[src/rtl/mod_synth_pkg.sv]
// -----------------------------------------------------------------------------
// mod_synth_pkg
// Shared types and constants for the additive sine synth voice controller.
//   env_state_e : ADSR envelope state encoding (also exported on o_state)
//   LEVEL_W     : width of the envelope level presented to the output attenuator
//   LEVEL_MAX_DEF : envelope full scale, signed Q1.15 +1.0
//   harm_t      : four signed 16-bit harmonic weights, packed {a4,a3,a2,a1}
// -----------------------------------------------------------------------------
package mod_synth_pkg;

    typedef enum logic [2:0] {
        IDLE    = 3'd0,
        ATTACK  = 3'd1,
        DECAY   = 3'd2,
        SUSTAIN = 3'd3,
        RELEASE = 3'd4
    } env_state_e;

    localparam int LEVEL_W       = 16;
    localparam int LEVEL_MAX_DEF = 32767;

    typedef struct packed {
        logic signed [LEVEL_W-1:0] a4;
        logic signed [LEVEL_W-1:0] a3;
        logic signed [LEVEL_W-1:0] a2;
        logic signed [LEVEL_W-1:0] a1;
    } harm_t;

endpackage

[src/rtl/mod_env_step.sv]
// -----------------------------------------------------------------------------
// mod_env_step
// Combinational envelope step: level +/- step, clamped at a bound.
//   level_i   : current level, 17-bit signed
//   step_i    : unsigned step magnitude
//   sub_i     : 1 = subtract step (bound is a floor), 0 = add (bound is a ceiling)
//   bound_i   : ceiling (add) or floor (sub)
//   level_o   : stepped level, equal to bound_i once the bound is reached
//   reached_o : bound reached or step is zero (segment finishes this tick)
// -----------------------------------------------------------------------------
module mod_env_step
    import mod_synth_pkg::*;
(
    input  logic signed [LEVEL_W:0]   level_i,
    input  logic        [LEVEL_W-1:0] step_i,
    input  logic                      sub_i,
    input  logic signed [LEVEL_W:0]   bound_i,
    output logic signed [LEVEL_W:0]   level_o,
    output logic                      reached_o
);

    // One extra bit of headroom so level +/- a full 16-bit step never wraps.
    logic signed [LEVEL_W+1:0] ext_level;
    logic signed [LEVEL_W+1:0] ext_step;
    logic signed [LEVEL_W+1:0] ext_bound;
    logic signed [LEVEL_W+1:0] sum;

    always_comb begin
        ext_level = {level_i[LEVEL_W], level_i};
        ext_step  = $signed({2'b00, step_i});
        ext_bound = {bound_i[LEVEL_W], bound_i};
        sum       = sub_i ? (ext_level - ext_step) : (ext_level + ext_step);
        // A zero step would stall the segment forever, so it jumps straight to the bound.
        reached_o = (step_i == '0) || (sub_i ? (sum <= ext_bound) : (sum >= ext_bound));
        level_o   = reached_o ? bound_i : sum[LEVEL_W:0];
    end

endmodule

[src/rtl/mod_voice_ctrl.sv]
// -----------------------------------------------------------------------------
// mod_voice_ctrl
// Per-voice controller for the additive sine synth: accepts note-on commands,
// runs the free-running sample time, holds period / harmonic weights and runs
// an ADSR envelope that drives the output attenuation.
//
// Ports
//   i_clk, i_rst          clock, synchronous active-high reset
//   i_sample_tick         one strobe per audio sample; envelope/time advance on it
//   i_note_valid/o_note_ready, i_note_period, i_note_harm   note-on command
//   i_note_off            note-off pulse
//   i_attack_step, i_decay_step, i_sustain_level, i_release_step   ADSR settings
//   o_time                sample time, cleared on note-on from IDLE
//   o_period, o_atten1..4 synth period and harmonic weights
//   o_atten_out           envelope level to the output attenuator
//   o_active, o_state     envelope status
//
// Build option
//   MOD_VOICE_CTRL_GLIDE_EN : retriggers from a sounding note glide the period
//   towards the new value by (target-period)>>>GLIDE_SHIFT per tick instead of
//   jumping. Without it the period loads immediately on every note-on.
// -----------------------------------------------------------------------------
module mod_voice_ctrl
    import mod_synth_pkg::*;
#(
    parameter int TIME_W    = 64,
    parameter int LEVEL_MAX = LEVEL_MAX_DEF
`ifdef MOD_VOICE_CTRL_GLIDE_EN
    ,
    parameter int GLIDE_SHIFT = 4
`endif
) (
    input  logic                      i_clk,
    input  logic                      i_rst,
    input  logic                      i_sample_tick,
    input  logic                      i_note_valid,
    output logic                      o_note_ready,
    input  logic [31:0]               i_note_period,
    input  logic [63:0]               i_note_harm,
    input  logic                      i_note_off,
    input  logic [15:0]               i_attack_step,
    input  logic [15:0]               i_decay_step,
    input  logic [15:0]               i_sustain_level,
    input  logic [15:0]               i_release_step,
    output logic [TIME_W-1:0]         o_time,
    output logic [31:0]               o_period,
    output logic signed [15:0]        o_atten1,
    output logic signed [15:0]        o_atten2,
    output logic signed [15:0]        o_atten3,
    output logic signed [15:0]        o_atten4,
    output logic signed [15:0]        o_atten_out,
    output logic                      o_active,
    output logic [2:0]                o_state
);

    localparam logic signed [LEVEL_W:0] LVL_MAX_S = 17'(LEVEL_MAX);
    localparam logic [TIME_W-1:0]       TIME_ONE  = 1;

    env_state_e               state_q;
    logic signed [LEVEL_W:0]  level_q;
    logic [TIME_W-1:0]        time_q;
    logic [TIME_W-1:0]        time_d;
    logic [31:0]              period_q;
    harm_t                    harm_q;

    logic                     accept;
    logic                     note_off_ok;
    logic signed [LEVEL_W:0]  sus_lvl;
    logic [15:0]              step_amt;
    logic                     step_sub;
    logic signed [LEVEL_W:0]  step_bound;
    logic signed [LEVEL_W:0]  step_level;
    logic                     step_reached;

    assign o_note_ready = !i_rst;
    assign accept       = i_note_valid && o_note_ready;
    // Note-off only matters while the note is still sounding its A/D/S part.
    assign note_off_ok  = i_note_off && (state_q == ATTACK || state_q == DECAY || state_q == SUSTAIN);
    assign time_d       = time_q + TIME_ONE;
    assign sus_lvl      = (i_sustain_level > 16'(LEVEL_MAX)) ? LVL_MAX_S
                                                             : $signed({1'b0, i_sustain_level});

    // Single shared stepper: ATTACK climbs to full scale, DECAY falls to sustain,
    // everything else falls to zero with the release step.
    always_comb begin
        step_sub   = 1'b1;
        step_amt   = i_release_step;
        step_bound = '0;
        case (state_q)
            ATTACK: begin
                step_sub   = 1'b0;
                step_amt   = i_attack_step;
                step_bound = LVL_MAX_S;
            end
            DECAY: begin
                step_amt   = i_decay_step;
                step_bound = sus_lvl;
            end
            default: ;
        endcase
    end

    mod_env_step u_env_step (
        .level_i   (level_q),
        .step_i    (step_amt),
        .sub_i     (step_sub),
        .bound_i   (step_bound),
        .level_o   (step_level),
        .reached_o (step_reached)
    );

`ifdef MOD_VOICE_CTRL_GLIDE_EN
    localparam logic signed [32:0] GLIDE_LIM = 33'sd1 <<< GLIDE_SHIFT;

    logic [31:0]        target_q;
    logic signed [32:0] glide_diff;
    logic signed [32:0] glide_move;
    logic               glide_snap;

    assign glide_diff = $signed({1'b0, target_q}) - $signed({1'b0, period_q});
    assign glide_move = glide_diff >>> GLIDE_SHIFT;
    // Within one shift quantum the arithmetic step would stall short of target.
    assign glide_snap = (glide_diff < GLIDE_LIM) && (glide_diff > -GLIDE_LIM);
`endif

    always_ff @(posedge i_clk) begin
        if (i_rst) begin
            state_q  <= IDLE;
            level_q  <= '0;
            time_q   <= '0;
            period_q <= '0;
            harm_q   <= '0;
`ifdef MOD_VOICE_CTRL_GLIDE_EN
            target_q <= '0;
`endif
        end else if (accept) begin
            // Retrigger keeps the current level and, unless idle, the running phase.
            state_q <= ATTACK;
            harm_q  <= harm_t'(i_note_harm);
            if (state_q == IDLE) begin
                time_q <= '0;
            end else if (i_sample_tick) begin
                time_q <= time_d;
            end
`ifdef MOD_VOICE_CTRL_GLIDE_EN
            target_q <= i_note_period;
            if (state_q == IDLE) begin
                period_q <= i_note_period;
            end
`else
            period_q <= i_note_period;
`endif
        end else begin
            if (i_sample_tick && state_q != IDLE) begin
                time_q <= time_d;
            end
`ifdef MOD_VOICE_CTRL_GLIDE_EN
            if (i_sample_tick) begin
                period_q <= glide_snap ? target_q : (period_q + 32'(glide_move));
            end
`endif
            if (note_off_ok) begin
                // First release step waits for the following tick.
                state_q <= RELEASE;
            end else if (i_sample_tick) begin
                case (state_q)
                    IDLE: level_q <= '0;
                    ATTACK: begin
                        level_q <= step_level;
                        if (step_reached) state_q <= DECAY;
                    end
                    DECAY: begin
                        level_q <= step_level;
                        if (step_reached) state_q <= SUSTAIN;
                    end
                    SUSTAIN: level_q <= sus_lvl;
                    RELEASE: begin
                        level_q <= step_level;
                        if (step_reached) state_q <= IDLE;
                    end
                    default: state_q <= IDLE;
                endcase
            end
        end
    end

    assign o_time      = time_q;
    assign o_period    = period_q;
    assign o_atten1    = harm_q.a1;
    assign o_atten2    = harm_q.a2;
    assign o_atten3    = harm_q.a3;
    assign o_atten4    = harm_q.a4;
    assign o_atten_out = level_q[LEVEL_W-1:0];
    assign o_active    = (state_q != IDLE);
    assign o_state     = state_q;

endmodule

[config.mk]
export PLATFORM = sky130hd
export DESIGN_NAME = mod_voice_ctrl
export DESIGN_NICKNAME = d
export VERILOG_FILES = /design/src/rtl/mod_synth_pkg.sv /design/src/rtl/mod_env_step.sv /design/src/rtl/mod_voice_ctrl.sv
export SDC_FILE = /design/constraint.sdc
export NUM_CORES = 1
export LEC_CHECK = 0
export CAP_MARGIN = 10
export CELL_PAD_IN_SITES_DETAIL_PLACEMENT = 1
export CELL_PAD_IN_SITES_GLOBAL_PLACEMENT = 1
export CORE_MARGIN = 5
export CORE_UTILIZATION = 30
export DETAILED_ROUTE_END_ITERATION = 8
export HOLD_SLACK_MARGIN = 0.1
export PLACE_DENSITY = 0.87
export SYNTH_ARGS = -nofsm -noshare
export SYNTH_HDL_FRONTEND = slang
export SYNTH_SLANG_ARGS = --single-unit
[constraint.sdc]
create_clock -name i_clk -period 7.4 [get_ports i_clk]
set_input_delay 1.85 -clock i_clk [delete_from_list [all_inputs] [get_ports i_clk]]
set_output_delay 1.85 -clock i_clk [all_outputs]
set_load 0.02 [all_outputs]
==> results of run 1 <==
[power groups by stage]
stage	Clock, W	Sequential [W]	Combinational (W)
2_1_floorplan	0	0.00108	0.000327
3_3_place_gp	0	0.00105	0.000681
3_5_place_dp	0	0.00105	0.000709
4_1_cts	0.000976	0.00103	0.000734
5_1_grt	0.00101	0.00103	0.000825
6_report	0.000958	0.00103	0.000780
[path summary, 6_finish.rpt]
path	from	endpoint	slack (ps)	depth (start not counted)
worst min register to register	o_atten2[10]	o_atten2[10]	500	2
worst max-delay path	i_decay_step[0]	level_q[2]	50	28
worst min-delay path	o_atten2[10]	o_atten2[10]	500	2
worst max register to register	o_state[1]	level_q[2]	590	29
[state kept, by name (all words and copies together), names as in the netlist]
name,count
o_time,64
o_atten4,16
o_atten2,16
level_q,17
o_atten1,16
o_atten3,16
o_period,32
o_state,3
[layout make-up]
| cell class | count | area (sq um) |
|---|---|---|
| clock inverter | 12 | 148 |
| multi-input combinational | 902 | 6020 |
| timing repair buffer | 426 | 4110 |
| inverter | 26 | 97.6 |
| clock buffer | 19 | 443 |
| sequential | 180 | 3600 |
| fill | 3755 | 17400 |
| antenna | 4 | 10.0 |
| tap | 442 | 553 |
[cell usage in the layout (no fill, tap or decap), drive strengths merged, types with 30 or more instances in the layout]
master	n
clkdlybuf4s50	324
nor2	207
inv	30
mux2i	96
nand3	41
buf	83
dfxtp	180
o21ai	60
ha	36
nor3	37
a21oi	69
nand2	69
[logic make-up after synthesis]
logic type | Yosys count | share of synthesized area [%]
compound gates | 252 | 16.8
mux | 98 | 10.1
flops | 180 | 36.8
other cells | 1 | 0.0383
fa+ha+maj | 37 | 4.80
buf+inv | 100 | 4.70
xor+xnor | 44 | 3.93
simple gates | 470 | 22.9
[what timing repair did]
| action | 4_1_cts | 5_1_grt |
|---|---|---|
| buffers inserted | 4 | 2 |
| setup endpoints to repair | 19 | 20 |
| pin swaps | 21 | 43 |
| gates cloned | 1 | 0 |
| gates resized for setup | 20 | 59 |
[critical path, cell delays in order]
cell             delay, ps
clkdlybuf4s50_1        420
nand2_2                100
nand3_2                100
nand4bb_4              240
or2_4                  250
or3b_4                 420
buf_4                  150
nor2b_1                150
xnor2_1                 90
o21ai_2                220
ha_4                   250
a21oi_1                210
o21ai_0                170
nand2_1                160
nand3b_1               110
a21oi_2                190
o21ai_1                120
xor2_1                 180
ha_1                   380
nand3_1                130
nor2_2                 180
o2111ai_2              140
o211ai_1               280
a21boi_2               250
o32a_1                 270
o21a_2                 230
mux2_4                 320
a211oi_2               170
[stage by stage]
step	hold WS [ps]	area [sq um]	util [%]
after floorplan	483	9850	-
final	498	15000	46.3
after global routing	526	15000	46.3
after detailed placement	486	14000	43.4
after global placement	469	14000	43.4
after CTS	503	14700	45.5
[per-layer routing]
metal  GRT usage (%)  wire, microns  part of all wire [%]
met1            24.1          16000                    37
met2            41.3          22300                    52
met3            5.97           2750                   6.4
met4            9.23           1660                   3.9
met5               0             25                 0.058
==> results.toml, run 1 <==
[synth]
synthTopCellsByArea = "dfxtp_1, mux2i_1, nor2_1"
synth_nets = 1384
synth.most_common_cell = "nor2_1"
synth.distinct_cells = 74
yosysTopAreaCell = "dfxtp_1"
ys_seq_area_share_pct = 36.8
postSynthAreaPerCell_sq_um = 8.29
synthFlopType = "dfxtp_1"
synthesis.instances = 1182
synthTopCellsByCount = "nor2_1, dfxtp_1, mux2i_1"
async_reset_ff_share_pct = 0
synth_area_sq_um = 9800
synth_top_area_share_pct = 36.8
synth_edf_count = 0
ys_ff_latch = 180
ys_warn_count = 0

[hold_path]
hold_class = "flop to flop"

[final_layout]
layout-drive-gt1-share_pct = 11.9
fin_nets = 1755
stdcell_count = 2011
area_delta_synth_final_pct = 52.9

[detailed_routing]
postRouteAntennaNets = 0
routed_wl_microns = 42800
drt_iter0_drc = 472
drc = 0
drt-pass1-iter-count = 5
wl_per_cell_microns = 21.3
vias_per_cell = 5.25
via_count = 10600

[sta]
slew_headroom_pct = 20.3
finalSetupViolations = 0
period_share_pct = 99.3
tightest_slew_ps = 1190
finalMaxSlewViolations = 0
fin_ws_ps = 51.0
hold_viol_final = 0
max_freq_mhz = 136
fin_tns_setup_ps = 0
finClkSkew_ps = 7.67
fin_crit_ps = 7350

[floorplanning]
fp.dieW_microns = 191
core_sq_um = 32400
dieArea_sq_um = 36400
num_rows = 66
initial_core_util_pct = 30.3
pin_count = 346
die_h_microns = 191

[clock_network]
cts_root_buf = "clkbuf_16"
clk_pin_slew_worst_paths_ps = 70
cts.sinks = 180
cts_tree = "built"
cts_buffers = 17
insertion_delay_ps = 450
cts_hold_buffers = 0
cts_buffer_depth = 2
htree_num_levels = 4

[setup_path]
startpoint_type = "input pin"
crit_path_end_kind = "flop"
critPathArrivalTime_ps = 7720
worstPathMaxFanout = 5
worstPathRequired_ps = 7770
critical_path_class = "input pin to flop"

[pwr]
clock_power_share_pct = 34.6
p_int_w = 0.00189
fin_total_pwr_w = 0.00277
p_sw_w = 0.000878
p_per_area_nw_per_um2 = 185
p_leak_nw = 5.84
power.sequential.fraction_pct = 37.2
peakVddDrop_mv = 0.238
comb_power_share_pct = 28.2
switching_share_pct = 31.7

[global_route]
overflow = 0
antenna_found_initial = 6
grt_pass1_vias = 11400
grt_max_degree = 94
grt.total_usage_pct = 22.4
grt_pass1_wl_microns = 64400

[placement]
gp_congestion = 0.874
hpwl_microns = 32100
pre_cts_ws_ps = -719
port_buffers = 345
post-place-cells = 1969

[outcome]
status = "completed"

[flow_run]
maxCapViolCount = 0
Power figures use the tool's default switching activity.
==> run 2: changes to the inputs <==
--- a/config.mk
+++ b/config.mk
@@ -8,11 +8,13 @@
 export CAP_MARGIN = 10
 export CELL_PAD_IN_SITES_DETAIL_PLACEMENT = 1
 export CELL_PAD_IN_SITES_GLOBAL_PLACEMENT = 1
+export CORE_ASPECT_RATIO = 1.25
 export CORE_MARGIN = 5
-export CORE_UTILIZATION = 30
+export CORE_UTILIZATION = 33
+export CTS_CLUSTER_SIZE = 24
 export DETAILED_ROUTE_END_ITERATION = 8
 export HOLD_SLACK_MARGIN = 0.1
-export PLACE_DENSITY = 0.87
+export PLACE_DENSITY = 0.9
 export SYNTH_ARGS = -nofsm -noshare
 export SYNTH_HDL_FRONTEND = slang
 export SYNTH_SLANG_ARGS = --single-unit
==> constraint.sdc (replaced) <==
create_clock -name i_clk -period 8.41 [get_ports i_clk]
set_input_delay 2.1025 -clock i_clk [delete_from_list [all_inputs] [get_ports i_clk]]
set_output_delay 2.1025 -clock i_clk [all_outputs]
set_load 0.02 [all_outputs]
==> run 2 against run 1 <==
Net effect:
- worst hold slack got worse by 5.1 ps
- worst setup slack improved by 230 ps
- flip-flop and latch count unchanged
- critical path depth decreased by 2
- combinational power decreased by 26%
- sequential share of layout area increased by 1.3 points
- clock skew increased by 10 ps
- non-clock buffer count decreased by 52
- die area decreased by 8.6%
- critical path type unchanged
- highest routed layer unchanged
==> results.toml, run 2 (synthesis results as in run 1) <==
[setup_path]
reg2reg_to = "o_state[0]"
critPathArrivalTime_ps = 8480
crit_path_end_kind = "flop"
worstRegToRegCells = 26
crit_path_end = "o_state[0]"
worstPathMaxFanout = 3
crit_path_start = "i_release_step[1]"
startpoint_type = "input pin"
reg2reg_slack_ps = 1300
r2r-start = "o_state[1]"
worstPathRequired_ps = 8760
critical_path_class = "input pin to flop"

[sta]
fin_crit_ps = 8130
whs_ps = 493
tightest_slew_ps = 1200
slew_headroom_pct = 20.0
max_freq_mhz = 123
finalMaxSlewViolations = 0
hold_viol_final = 0
finalSetupViolations = 0
period_share_pct = 96.6
rsz0062_at_grt = "no"
finClkSkew_ps = 17.7

[detailed_routing]
postRouteAntennaNets = 0
drt-pass1-iter-count = 5
drt_iter0_drc = 419
wl_per_cell_microns = 21.3
vias_per_cell = 5.39
routed_wl_microns = 40700
via_count = 10300
drc = 0

[clock_network]
cts_buffers = 17
cts-resized-gates = 0
cts_hold_buffers = 0
clk_pin_slew_worst_paths_ps = 80
htree_num_levels = 4
insertion_delay_ps = 440
postCtsSetupRepairBufs = 0
cts_buffer_depth = 2
cts_root_buf = "clkbuf_16"
cts_tree = "built"
cts.sinks = 180

[global_route]
grt_pass1_wl_microns = 63200
grt.total_usage_pct = 24.1
antenna_found_initial = 4
overflow = 0
grt_max_degree = 64
grt_pass1_vias = 11300

[pwr]
p_leak_nw = 5.38
peakVddDrop_mv = 0.114
p_per_area_nw_per_um2 = 163
fin_total_pwr_w = 0.00232

[placement]
port_buffers = 345
hpwl_microns = 31600
gp_congestion = 0.925

[final_layout]
fill_cells = 3490
layout-drive-gt1-share_pct = 6.74
largest_reg_flops = 64
fin_nets = 1703
final_common_cell = "clkdlybuf4s50_1"
area_delta_synth_final_pct = 45.2
final_cell_mix = "clkdlybuf4s50_1, nor2_1, dfxtp_1, mux2i_1, a21oi_1"

[floorplanning]
core_sq_um = 29300
dieArea_sq_um = 33300
die_h_microns = 203
num_rows = 70
initial_core_util_pct = 33.5
pin_count = 346
fp.dieW_microns = 164

[hold_path]
hold_class = "flop to flop"

[flow_run]
maxCapViolCount = 0

[outcome]
status = "completed"
run 2: changes by cell type in the layout (fill, tap and decap cells not counted), moves of 4 or more:
cell             previous run  this run
buf_4                      78        29
buf_6                       5         1
clkdlybuf4s50_1           324       343
dlymetal6s2s_1             15         0
nor3_1                     33        37
nor3_2                      4         0
o21ai_0                    47        56
o21ai_1                     8         2
o221ai_1                    9        14
run 2: area by class of cell:
class / count / area [sq um] / share of cell area [%]
clock buffers: 17 / 425 / 2.99
clock inverters: 15 / 181 / 1.28
well taps: 396 / 495 / 3.48
inverters: 26 / 97.6 / 0.686
flip-flops and latches: 180 / 3600 / 25.3
multi-input cells: 902 / 5740 / 40.3
repair buffers: 374 / 3680 / 25.9
diodes: 1 / 2.50 / 0.0176
run 2: how the worst min path moves through the flow:
stage                       from            to  slack (ps)  cells after the start
global route          o_time[63]    o_time[63]         520                      1
CTS                 o_period[21]  o_period[21]         500                      2
floorplan            level_q[15]   level_q[15]         480                      2
finish               o_period[2]   o_period[2]         490                      2
detailed placement  o_period[21]  o_period[21]         480                      2
global placement     o_atten2[3]   o_atten2[3]         470                      2
run 2: stage by stage:
step           area [sq um]  TNS [ps]  utilization (%)  instances  worst slack [ps]
4_1_cts               14200         0             48.6       1910               343
6_report              14200         0             48.6       1911               283
3_5_place_dp          13600      -388             46.6       1878             -88.4
3_3_place_gp          13600         0             46.6       1878               143
2_1_floorplan          9800         0                -       1182               642
5_1_grt               14200         0             48.6       1911              2.43
run 2: routing by layer:
layer	GRT usage [%]	part of all wire, %	vias up
met5	0	0.096	-
met4	9.62	3.8	6
met3	8.14	8.0	87
met2	43.0	51	363
met1	25.9	37	5011
li1	-	-	4836
run 2: where the power goes:
part           switching [W]  internal, W
clock               0.000413     0.000428
sequential         0.0000213     0.000883
combinational       0.000308     0.000267
run 2: worst max-delay path: stages:
cell	delay, ps
clkdlybuf4s50_1	440
o22a_1	210
o221a_2	270
nand4bb_1	210
or2_2	340
or3b_2	510
nand2_1	100
xor2_1	210
ha_1	290
a21o_1	200
or3_1	320
o221a_2	280
o31a_1	270
a21oi_1	170
o21ba_2	150
xnor2_1	150
ha_1	280
or2_2	290
o311ai_0	110
o211ai_1	220
a2111oi_2	390
buf_4	190
o21ai_2	80
buf_4	160
or3_1	320
a31oi_1	200
==> run 3: changes to the inputs <==
--- a/config.mk
+++ b/config.mk
@@ -11,7 +11,6 @@
 export CORE_ASPECT_RATIO = 1.25
 export CORE_MARGIN = 5
 export CORE_UTILIZATION = 33
-export CTS_CLUSTER_SIZE = 24
 export DETAILED_ROUTE_END_ITERATION = 8
 export HOLD_SLACK_MARGIN = 0.1
 export PLACE_DENSITY = 0.9
==> results of run 3 <==
Same layout as run 2: the final DEF is identical, and so are final timing and power.
==> edit 1 (config.mk and constraints of run 3) <==
Build with the macro `MOD_VOICE_CTRL_GLIDE_EN` defined.
--- a/src/rtl/mod_voice_ctrl.sv
+++ b/src/rtl/mod_voice_ctrl.sv
@@ -21,4 +21,6 @@
 //   jumping. Without it the period loads immediately on every note-on.
 // -----------------------------------------------------------------------------
+`define MOD_VOICE_CTRL_GLIDE_EN
+
 module mod_voice_ctrl
     import mod_synth_pkg::*;
Behaviour: not the same (a bounded check fails within 4 cycles, from zero or initial values and one cycle with i_rst high).
==> edit 1 against run 3 <==
- synthesized cell count is 62% higher
- cell area is 39% higher
- total power is 120% higher
- wire length is 46% higher
- critical path depth is 1 higher
- clock skew hardly changed
- area after synthesis is 54% higher
- sequential power is 32% higher
- utilization is 4.9 points lower
- count of clock-buffer cells in the layout is 21 higher
- maximum frequency is 2.7% higher
- worst setup slack better by 0.21 ns
- sequential cell count is 32 higher
- combinational power grew to 5.1 times the old value
==> edit 1: results (changes against run 3) <==
global_routing:
  grtUsageTotal: 0.225  # -0.0156
  grt_max_degree: 92  # +44%
  first_global_vias: 17600  # +55%
sta:
  worst_clock_skew_ns: 0.0176  # -0.000106 ns
drt:
  vias: 16000  # +56%
  drt_iter0_markers: 711  # +70%
setup_path:
  reg2reg_depth: 28  # +7.7%
  rrSetupSlack_ns: 1.28  # -0.02 ns
  crit_family: "simple AND/OR/NAND/NOR gates"
  cpPeakStageDelay_ns: 0.49  # -0.02 ns
  arrival_ns: 8.31  # -0.17 ns
  path_max_fanout: 8  # +5
cts:
  numCtsBuffers: 25  # +8
  clkSlewWorstSetupHoldPaths_ns: 0.06  # -0.02 ns
  htree_levels: 1  # -3
  cts.path.max_buffers: 3  # +1
  clkLatencyLatePin_ns: 0.55  # +0.11 ns
power_and_ir_drop:
  ir_drop_mv: 0.133  # +17%
  power_leakage_nw: 7.69  # +43%
outcome:
  status: "finished, final reports clean"
placed_design:
  dpl.hpwl_mm: 44.9  # +42%
yosys:
  yosysSeqAreaShare: 0.281  # -0.0871
  yosysUniqueCellTypes: 102  # +38%
  synth_nets: 2183  # +58%
  synthTopCellsByCount: "nor2_1 (240), dfxtp_1 (212), nand2_1 (150)"
  synthTopCellsByArea: "dfxtp_1 (28%), ha_1 (8.3%), mux2i_1 (6.6%)"
finish:
  drive_gt1_frac: 0.0572  # -0.0102
  nets: 2473  # +45%
edit 1: changes by cell type after synthesis, moves of 26 or more:
cell / delta
o21ai_0: +38
nand2_1: +81
a21oi_1: +77
dfxtp_1: +32
inv_1: +46
ha_1: +64
a21o_1: +26
nand2b_1: +32
nor2_1: +35
edit 1: metrics by stage:
stage          instances  hold WS (ns)  setup slack (ns)  instance area, sq um
3_5_place_dp        2756         0.487            0.0212                 19000
6_report            2810         0.490             0.493                 19800
4_1_cts             2800         0.499             0.527                 19800
2_1_floorplan       1915         0.466             0.916                 15100
5_1_grt             2810         0.524            0.0217                 19800
3_3_place_gp        2756         0.473             0.269                 19000
edit 1: final timing paths:
check | endpoint | from
hold / removal | o_atten3[13]$_SDFFE_PP0P_ | o_atten3[13]$_SDFFE_PP0P_
setup reg to reg | level_q[14]$_SDFFE_PP0P_ | o_state[2]$_SDFFE_PP0P_
hold reg to reg | o_atten3[13]$_SDFFE_PP0P_ | o_atten3[13]$_SDFFE_PP0P_
setup / recovery | level_q[14]$_SDFFE_PP0P_ | i_release_step[0]
edit 1: routing by layer:
layer	global-route usage	wire (um)	up-vias
met5	0	0	-
li1	-	-	7522
met1	0.243	22800	7848
met4	0.105	2880	0
met3	0.0368	2950	150
met2	0.426	31000	505
edit 1: where the power goes:
group          leakage [nW]  internal [mW]  switching, mW
sequential             1.74           1.09          0.102
clock                 0.386          0.605          0.464
combinational          5.56           1.24           1.70
edit 1: kinds of logic (layout without fill, tap and decap cells):
| family | after synthesis | after routing | synth area share |
|---|---|---|---|
| AO/OA/AOI/OAI | 519 | 519 | 0.231 |
| AND/OR/NAND/NOR | 707 | 707 | 0.226 |
| multiplexers | 105 | 105 | 0.0700 |
| other | 1 | 11 | 0.000248 |
| flip-flops | 212 | 212 | 0.281 |
| buffers and inverters | 175 | 482 | 0.0506 |
| adder cells (fa/ha/maj) | 103 | 103 | 0.0867 |
| XOR/XNOR | 93 | 93 | 0.0548 |
edit 1: worst reg2reg max path: cells and delay by family (launching register included):
family,cells,cell delay (ns)
AND/OR/NAND/NOR,11,3.01
adder cells (fa/ha/maj),3,0.97
flip-flops,1,0.30
buffers and inverters,3,0.45
AO/OA/AOI/OAI,8,1.78
multiplexers,1,0.24
XOR/XNOR,2,0.25
edit 1: area by class of cell:
cell class	instances	area, sq um
antenna	10	25.0
inverter	73	274
timing repair buffer	365	3610
multi-input combinational	1528	10100
clock buffer	38	734
clock inverter	6	55.1
tap	578	723
fill	5440	25500
sequential	212	4240
edit 1: what timing repair did:
item                                    in CTS  in global routing
endpoints found under the setup margin       0                  1
resized for setup                            0                  2
setup buffers                                0                  0
==> edit 2 (settings of run 3) <==
Without the edit above. Make the reset (`i_rst`) asynchronous in one clocked block. Comments in the files are not updated.
--- a/src/rtl/mod_voice_ctrl.sv
+++ b/src/rtl/mod_voice_ctrl.sv
@@ -124,5 +124,5 @@
 `endif
 
-    always_ff @(posedge i_clk) begin
+    always_ff @(posedge i_clk or posedge i_rst) begin
         if (i_rst) begin
             state_q  <= IDLE;
Check against the original RTL: differs if i_rst is asserted again (counterexample within 4 cycles, from zero or initial values and one cycle with i_rst high); with i_rst held inactive, the same outputs for 4 cycles.
==> edit 2 against run 3 <==
- utilization down 2.2 points
- worst hold slack worse by 0.017 ns
- maximum frequency up 1.5%
- cell area up 6.1%
- sequential cell count unchanged
- first-iteration DRC count up 120%
- sequential share of layout area up 4.5 points
- area after synthesis up 9.9%
- wire length up 6.1%
- worst setup slack better by 0.12 ns
- critical path type unchanged
Power is not compared: it rests on default switching activity, and its combinational part moved more than twofold at a synthesized area within 25%.
==> edit 2: results (changes against run 3) <==
global_routing:
  grt_use_met3: 0.0474  # -0.0340
  grt_max_degree: 81  # +27%
  grtUsageMet1: 0.272  # +0.0137
  first_global_vias: 11900  # +4.9%
  antenna_found_initial: 5  # +1
  grtUsageTotal: 0.232  # -0.00915
  grt_pass1_wl_mm: 66.7  # +5.5%
  met2_usage: 0.411  # -0.0196
placed_design:
  dp.cells: 1990  # +6.0%
  dpl_cell_area_sq_um: 14500  # +6.1%
  io_buffers: 345  # unchanged
  place.gp.congestion: 0.908  # -1.8%
  dpl.hpwl_mm: 32.2  # +2.0%
  dp_slack_ns: -0.0952  # -0.00685 ns
cts:
  cts_root_buf: "clkbuf_16"
  cts.path.max_buffers: 2  # unchanged
  numCtsBuffers: 17  # unchanged
  clkSlewWorstSetupHoldPaths_ns: 0.08  # about the same
  htree_levels: 4  # unchanged
  clkLatencyLatePin_ns: 0.45
finish:
  largest_reg_flops: 64  # unchanged
  fillerInstances: 3800  # +8.9%
  nets: 1797  # +5.5%
  drive_gt1_frac: 0.0753  # +0.00797
min_path:
  holdPathEnd: "o_period[24]$_DFFE_PP0P_"
  min-delay-start: "o_period[24]$_DFFE_PP0P_"
  hold_depth: 2  # unchanged
  hold_class: "register to register"
drt:
  vias_per_cell: 5.42  # +0.61%
  avgRoutedWirePerCell_um: 21.3  # about the same
  drt_iter0_markers: 905  # +120%
  dr.pass1.iters: 7  # +2
  vias: 11000  # +6.8%
setup_path:
  reg2reg_depth: 25  # -3.8%
  r2r_end: "level_q[6]$_DFFE_PP0P_"
  rrSetupSlack_ns: 1.42  # +0.12 ns
  r2r_start: "o_state[1]$_DFFE_PP0P_"
  arrival_ns: 8.34  # -0.14 ns
  path_max_fanout: 13  # +10
yosys:
  yosysSeqAreaShare: 0.418  # +0.0504
  synth.yosys.warnings: 0  # unchanged
  synthTopCellsByCount: "nand2_1 (372), dfrtp_1 (180), nor2_1 (99)"
  synth_nets: 1493  # +7.9%
  yosysUniqueCellTypes: 78  # +5.4%
  async_flop_share: 1.00  # +1.00
  synthTopCellsByArea: "dfrtp_1 (42%), nand2_1 (13%), ha_1 (4.3%)"
  syn_area_per_cell_sq_um: 8.35  # +0.72%
sta:
  worst_clock_skew_ns: 0.0139  # -0.00378 ns
  worst_pin_slew_ns: 0.996  # -0.199 ns
outcome:
  status: "finished, final reports clean"
power_and_ir_drop:
  ir_drop_mv: 0.205
  power_switching_mw: 2.69
  power_leakage_nw: 6.61
## edit 2: kinds of logic (layout without fill, tap and decap cells)
family	after synthesis	count (layout)	share of synthesized area
other	1	5	0.000348
buffers and inverters	101	417	0.0489
multiplexers	11	11	0.0102
flip-flops	180	180	0.418
AND/OR/NAND/NOR	654	654	0.272
AO/OA/AOI/OAI	255	255	0.165
XOR/XNOR	50	50	0.0407
adder cells (fa/ha/maj)	38	38	0.0448
## edit 2: timing repair
| action | 4_1_cts | 5_1_grt |
|---|---|---|
| setup buffers | 0 | 3 |
| gates resized for setup | 0 | 3 |
| setup endpoints to repair | 0 | 17 |
## edit 2: how the worst max path moves through the flow
stage,from,end,slack [ns],cells past startpoint
detailed placement,i_release_step[0],level_q[6]$_DFFE_PP0P_,-0.1,28
global placement,i_release_step[0],level_q[14]$_DFFE_PP0P_,0.20,26
CTS,i_release_step[0],level_q[6]$_DFFE_PP0P_,0.32,28
global route,i_release_step[0],level_q[14]$_DFFE_PP0P_,0.03,27
floorplan,i_rst,o_note_ready,0.38,1
finish,i_release_step[2],level_q[6]$_DFFE_PP0P_,0.40,26
## edit 2: per-stage QoR
| step | hold WS (ns) | setup TNS (ns) |
|---|---|---|
| global route | 0.490 | 0 |
| global placement | 0.457 | 0 |
| CTS | 0.482 | 0 |
| finish | 0.476 | 0 |
| floorplan | 0.504 | 0 |
| detailed placement | 0.461 | -0.688 |
## edit 2: critical path, cell delays in order
cell             delay, ns
clkdlybuf4s50_1       0.56
nor2_1                0.06
a211oi_1              0.30
o22ai_2               0.15
and3_1                0.24
xnor2_1               0.14
a22oi_1               0.15
o21ai_0               0.17
ha_1                  0.40
o211ai_1              0.29
o211ai_2              0.19
a41oi_1               0.36
o21bai_1              0.12
a21oi_1               0.28
a21oi_1               0.13
xor2_1                0.24
ha_1                  0.29
or3_1                 0.35
o211ai_1              0.09
nand3_1               0.17
or3b_1                0.38
a31oi_1               0.26
and3_1                0.25
a41oi_2               0.12
buf_4                 0.25
a221oi_1              0.30
## edit 2: metal layers
metal | wire length (um) | up-vias
met1 | 16600 | 5460
met4 | 1670 | 2
met5 | 13 | -
li1 | - | 5054
met3 | 2480 | 100
met2 | 22400 | 385
## edit 2: layout make-up
cell class                 count  area, sq um  share of cell area
clock buffer                  17          425              0.0282
sequential                   180         4510               0.298
multi-input combinational   1009         5770               0.382
antenna                        4         10.0            0.000663
inverter                      22         87.6             0.00580
timing repair buffer         364         3600               0.238
clock inverter                14          183              0.0121
tap                          418          523              0.0346
## edit 2: power by group through the flow
stage          combinational, mW  sequential [mW]  clock [mW]
2_1_floorplan               2.35             1.16           0
3_3_place_gp                3.27             1.13           0
3_5_place_dp                3.42             1.14           0
4_1_cts                     3.45             1.13       0.873
5_1_grt                     3.82             1.15       0.908
6_report                    3.49             1.13       0.856
